File: src/rtl/comp_edge_pkg.sv
// Shared types and mux codes for the two-input edge arrival-order resolver.
package comp_edge_pkg;

   typedef enum logic [1:0] {
      ARMED  = 2'd0,
      X_LEAD = 2'd1,
      Y_LEAD = 2'd2,
      TIE    = 2'd3
   } state_e;

   localparam logic [2:0] SEL_NONE = 3'b000;
   localparam logic [2:0] SEL_X    = 3'b001;
   localparam logic [2:0] SEL_Y    = 3'b010;
   localparam logic [2:0] SEL_TIE  = 3'b100;

   function automatic logic [2:0] sel_for_state(input state_e state);
      logic [2:0] sel;
      sel = SEL_NONE;
      case (state)
         ARMED:   sel = SEL_NONE;
         X_LEAD:  sel = SEL_X;
         Y_LEAD:  sel = SEL_Y;
         TIE:     sel = SEL_TIE;
         default: sel = SEL_NONE;
      endcase
      return sel;
   endfunction

endpackage

File: src/rtl/comp_edge_det.sv
// Per-input sampler and rising-edge detector; optional input synchronizer
// enabled by defining COMP_EDGE_SYNC_EN (depth SYNC_STAGES, 2..4).
module comp_edge_det
   import comp_edge_pkg::*;
#(
   parameter int SYNC_STAGES = 2
) (
   input  logic clk,
   input  logic rst_b,
   input  logic din,
   output logic level,
   output logic rise
);

   logic prev_q;
   logic prev_d;

   if (SYNC_STAGES < 2 || SYNC_STAGES > 4) begin : g_bad_stages
      $error("comp_edge_det: SYNC_STAGES must be 2..4");
   end

`ifdef COMP_EDGE_SYNC_EN
   logic [SYNC_STAGES-1:0] sync_q;
   logic [SYNC_STAGES-1:0] sync_d;

   always_comb begin
      sync_d = {sync_q[SYNC_STAGES-2:0], din};
   end

   // Chain resets high so a line already high at release is not a rise.
   always_ff @(posedge clk or negedge rst_b) begin
      if (!rst_b) begin
         sync_q <= '1;
      end else begin
         sync_q <= sync_d;
      end
   end

   assign level = sync_q[SYNC_STAGES-1];
`else
   assign level = din;
`endif

   always_comb begin
      prev_d = level;
   end

   always_ff @(posedge clk or negedge rst_b) begin
      if (!rst_b) begin
         prev_q <= 1'b1;
      end else begin
         prev_q <= prev_d;
      end
   end

   assign rise = level & ~prev_q;

endmodule

File: src/rtl/comp_edge_resolve.sv
// Resolves which of x_edge / y_edge rose first and drives a registered one-hot
// mux select; COMP_EDGE_SYNC_EN adds a SYNC_STAGES-deep input synchronizer.
module comp_edge_resolve
   import comp_edge_pkg::*;
#(
   parameter int SYNC_STAGES = 2
) (
   input  logic       clk,
   input  logic       rst_b,
   input  logic       x_edge,
   input  logic       y_edge,
   output logic [2:0] to_sel_mux
);

   logic   x_level;
   logic   x_rise;
   logic   y_level;
   logic   y_rise;
   state_e state_q;
   state_e state_d;
   logic [2:0] sel_q;
   logic [2:0] sel_d;

   comp_edge_det #(.SYNC_STAGES(SYNC_STAGES)) u_det_x (
      .clk   (clk),
      .rst_b (rst_b),
      .din   (x_edge),
      .level (x_level),
      .rise  (x_rise)
   );

   comp_edge_det #(.SYNC_STAGES(SYNC_STAGES)) u_det_y (
      .clk   (clk),
      .rst_b (rst_b),
      .din   (y_edge),
      .level (y_level),
      .rise  (y_rise)
   );

   // Once a decision is taken it is held until both lines are seen low.
   always_comb begin
      state_d = state_q;
      case (state_q)
         ARMED: begin
            if (x_rise && y_rise) begin
               state_d = TIE;
            end else if (x_rise) begin
               state_d = X_LEAD;
            end else if (y_rise) begin
               state_d = Y_LEAD;
            end
         end
         X_LEAD, Y_LEAD, TIE: begin
            if (!x_level && !y_level) begin
               state_d = ARMED;
            end
         end
         default: state_d = ARMED;
      endcase
      sel_d = sel_for_state(state_d);
   end

   always_ff @(posedge clk or negedge rst_b) begin
      if (!rst_b) begin
         state_q <= ARMED;
         sel_q   <= SEL_NONE;
      end else begin
         state_q <= state_d;
         sel_q   <= sel_d;
      end
   end

   assign to_sel_mux = sel_q;

endmodule

File: config.mk
export PLATFORM = sky130hd
export DESIGN_NAME = comp_edge_resolve
export DESIGN_NICKNAME = d
export VERILOG_FILES = /design/src/rtl/comp_edge_pkg.sv /design/src/rtl/comp_edge_det.sv /design/src/rtl/comp_edge_resolve.sv
export SDC_FILE = /design/constraint.sdc
export NUM_CORES = 1
export LEC_CHECK = 0
export CORE_AREA = 5 5 42 44
export CTS_CLUSTER_SIZE = 16
export DETAILED_ROUTE_END_ITERATION = 6
export DIE_AREA = 0 0 47 49
export SLEW_MARGIN = 20
export SYNTH_ARGS = -nofsm -noshare
export SYNTH_HDL_FRONTEND = slang
export SYNTH_HIERARCHICAL = 1
export SYNTH_SLANG_ARGS = --single-unit
File: constraint.sdc
create_clock -name clk -period 1.5 [get_ports clk]
set_input_delay 0.3 -clock clk [delete_from_list [all_inputs] [get_ports clk]]
set_output_delay 0.3 -clock clk [all_outputs]
set_load 0.02 [all_outputs]
==> run summary <==
Outcome: complete, no violations
Post-DR wirelength/cell: 11.2 um
Via density: 4.57
Final Util: 29.3%
Final Cycle Share: 84.6%
Detailed Routing Iterations Pass 1: 2
IO Count: 7
Clock period minus worst slack: 1.27 ns
Final Hold Fails: 0
Clk Latency, worst-skew pair: 0.25 ns
Largest net degree at the start of global routing: 8
Global Route Usage Sum: 6.68%
H-tree depth: 1
Unrepaired setup endpoints after global routing: no
Initial Util: 21.2%
Post-Route WL: 549 um
Gate power share: 24.1%
Synth Register Bits: 7
GPL Wtd Cong: 0.739
I/O Buffers: 6
Sequential Power Share: 47.1%
Vias in the first global route: 249
Hold WS: 0.309 ns
Avg Inst Size Synth: 12.9 um2
Hpwl dp: 370 um
Max FO, Critical Path: 3
Max-slew violations: 0
Seq/Total Area, Yosys: 59.9%
Critical path data required time: 1.67 ns
DRC violation total after the first TritonRoute iteration: 2
P_leak: 0.214 nW
Number of diodes: 0
GRT overflow: 0
Hold Crit Class: in2async
# rows: 14
Critical path's largest stage delay: 0.48 ns
Worst Path Arrival: 1.44 ns
WS Path Type: in2reg
CTS Root Cell: clkbuf_4
P_int: 0.407 mW
Share of layout cells above drive strength 1: 27.3%
Critical Path Sink Type: flop
Setup TNS: 0 ns
Syn Nets: 27
Max-cap viol count: 0
Final setup viols: 0
# DRC: 0
Die extent in x: 47 um
Worst-case reg-to-reg path depth: 3
Switch Pwr: 0.179 mW
TritonCTS Buffers: 3
Mapped Cells: 23
Commonest non-fill, non-tap cell in the layout: dfrtp_1
Total number of vias: 224
Yosys warns: 6
Final ANT Viol Nets: 0
Max_slew headroom: 78.5%
Most frequent cells in the layout: 5 x dfrtp_1, 3 x clkbuf_4, 3 x clkdlybuf4s50_1, 3 x dlymetal6s2s_1
Placed Instances: 45
Clock network power share: 28.8%
Clock Skews: 0.000250 ns
Die height: 49 um
Peak VDD IR: 0.000626 V
Area of the mapped netlist: 297 um2
Die area: 0.00230 mm2
Initial antenna violation count: 0
Worst-path clk slew: 0.05 ns
Cell variety after synth: 11
Sw Share: 30.5%
Area Overhead vs Synth: 38.4%
Crit-path slowest cell: clkdlybuf4s50_1
Deepest clock path buffer count: 2
Nets: 38
CTS sink cnt: 7
CTS Hold Bufs: 0
Worst-margin pin slew: 0.319 ns
Cell Chain, Critical Path: clkdlybuf4s50_1 -> nor2b_4 -> or3b_1 -> a21oi_1
CTS tree: built
Post-CTS Setup Bufs: 0
Tot Pwr: 0.586 mW
Fmax: 788 MHz
Core area: 0.00140 mm2
Non-filler cells, final: 49
First-pass GRT wire length: 1030 um
Crit path launch type: input pin
Power Dens Cells: 1430 mW/mm2
==> final cells by class <==
| class | count | area, um2 |
|---|---|---|
| inverters | 2 | 7.51 |
| multi-input cells | 12 | 96.3 |
| repair buffers | 8 | 82.6 |
| flip-flops and latches | 7 | 178 |
| clock buffers | 4 | 26.3 |
| fillers | 150 | 991 |
| well taps | 16 | 20.0 |
==> cells in the mapped netlist <==
cell	count	area share (%)
buf_4	2	5.1
inv_1	2	2.5
dfrtp_1	5	42
o211ai_1	1	2.5
a21oi_1	2	3.4
o21ai_0	2	3.4
dfstp_2	2	18
or3b_1	2	5.9
o31ai_1	2	5.1
o41ai_1	1	3.0
nor2b_4	2	9.3
==> through the flow <==
| stage | worst slack, ns | area [um2] |
|---|---|---|
| after floorplan | 0.383 | 297 |
| after detailed placement | -0.0168 | 377 |
| after global routing | 0.137 | 410 |
| after global placement | -0.00521 | 377 |
| final | 0.231 | 410 |
| after CTS | 0.0219 | 403 |
==> per-layer routing <==
layer  part of all wire (%)  vias up  wire [um]  track usage, %
met4                      0        0          0            1.38
met1                     42      113        231            7.47
met3                     13        0         69            6.64
met2                     45       11        248            9.05
met5                      0        -          0               0
li1                       -      100          -               -
==> critical path: cells and delay by family <==
family	cells	cell delay (ns)
simple gates	2	0.51
buf+inv	1	0.48
compound gates	1	0.15
==> cell families (layout without fill, tap and decap cells) <==
group,Yosys count,count (layout),share of synthesized area (%)
simple gates,4,4,15.2
flops,7,7,59.9
compound gates,8,8,17.3
buf+inv,4,14,7.59
==> power by group through the flow <==
stage          combinational, mW  clock (mW)  sequential, mW
6_report                   0.141       0.169           0.276
5_1_grt                    0.157       0.196           0.286
3_5_place_dp               0.146           0           0.278
2_1_floorplan             0.0477           0           0.301
3_3_place_gp               0.143           0           0.276
4_1_cts                    0.148       0.176           0.277
==> state kept, by name (all words and copies together), names as in the netlist <==
| signal | count |
|---|---|
| to_sel_mux | 3 |
| u_det_x/prev_q | 1 |
| state_q | 2 |
| u_det_y/prev_q | 1 |
==> worst paths after layout <==
| kind | slack (ns) | start | endpoint |
|---|---|---|---|
| setup / recovery | 0.23 | x_edge | to_sel_mux[0]$_DFF_PN0_ |
| hold / removal | 0.31 | rst_b | state_q[0]$_DFF_PN0_ |
| setup reg to reg | 0.33 | u_det_x/prev_q$_DFF_PN1_ | to_sel_mux[1]$_DFF_PN0_ |
| hold reg to reg | 0.56 | state_q[0]$_DFF_PN0_ | to_sel_mux[1]$_DFF_PN0_ |
| max in group asynchronous | 0.91 | rst_b | u_det_y/prev_q$_DFF_PN1_ |
| min in group clk | 0.56 | state_q[0]$_DFF_PN0_ | to_sel_mux[1]$_DFF_PN0_ |
==> repair_timing <==
action                                  in CTS  in global routing
hold endpoints to repair                     0                  0
resized for setup                            0                  3
endpoints found under the setup margin       0                  3
Note: power is estimated with default switching activity, not from simulation.
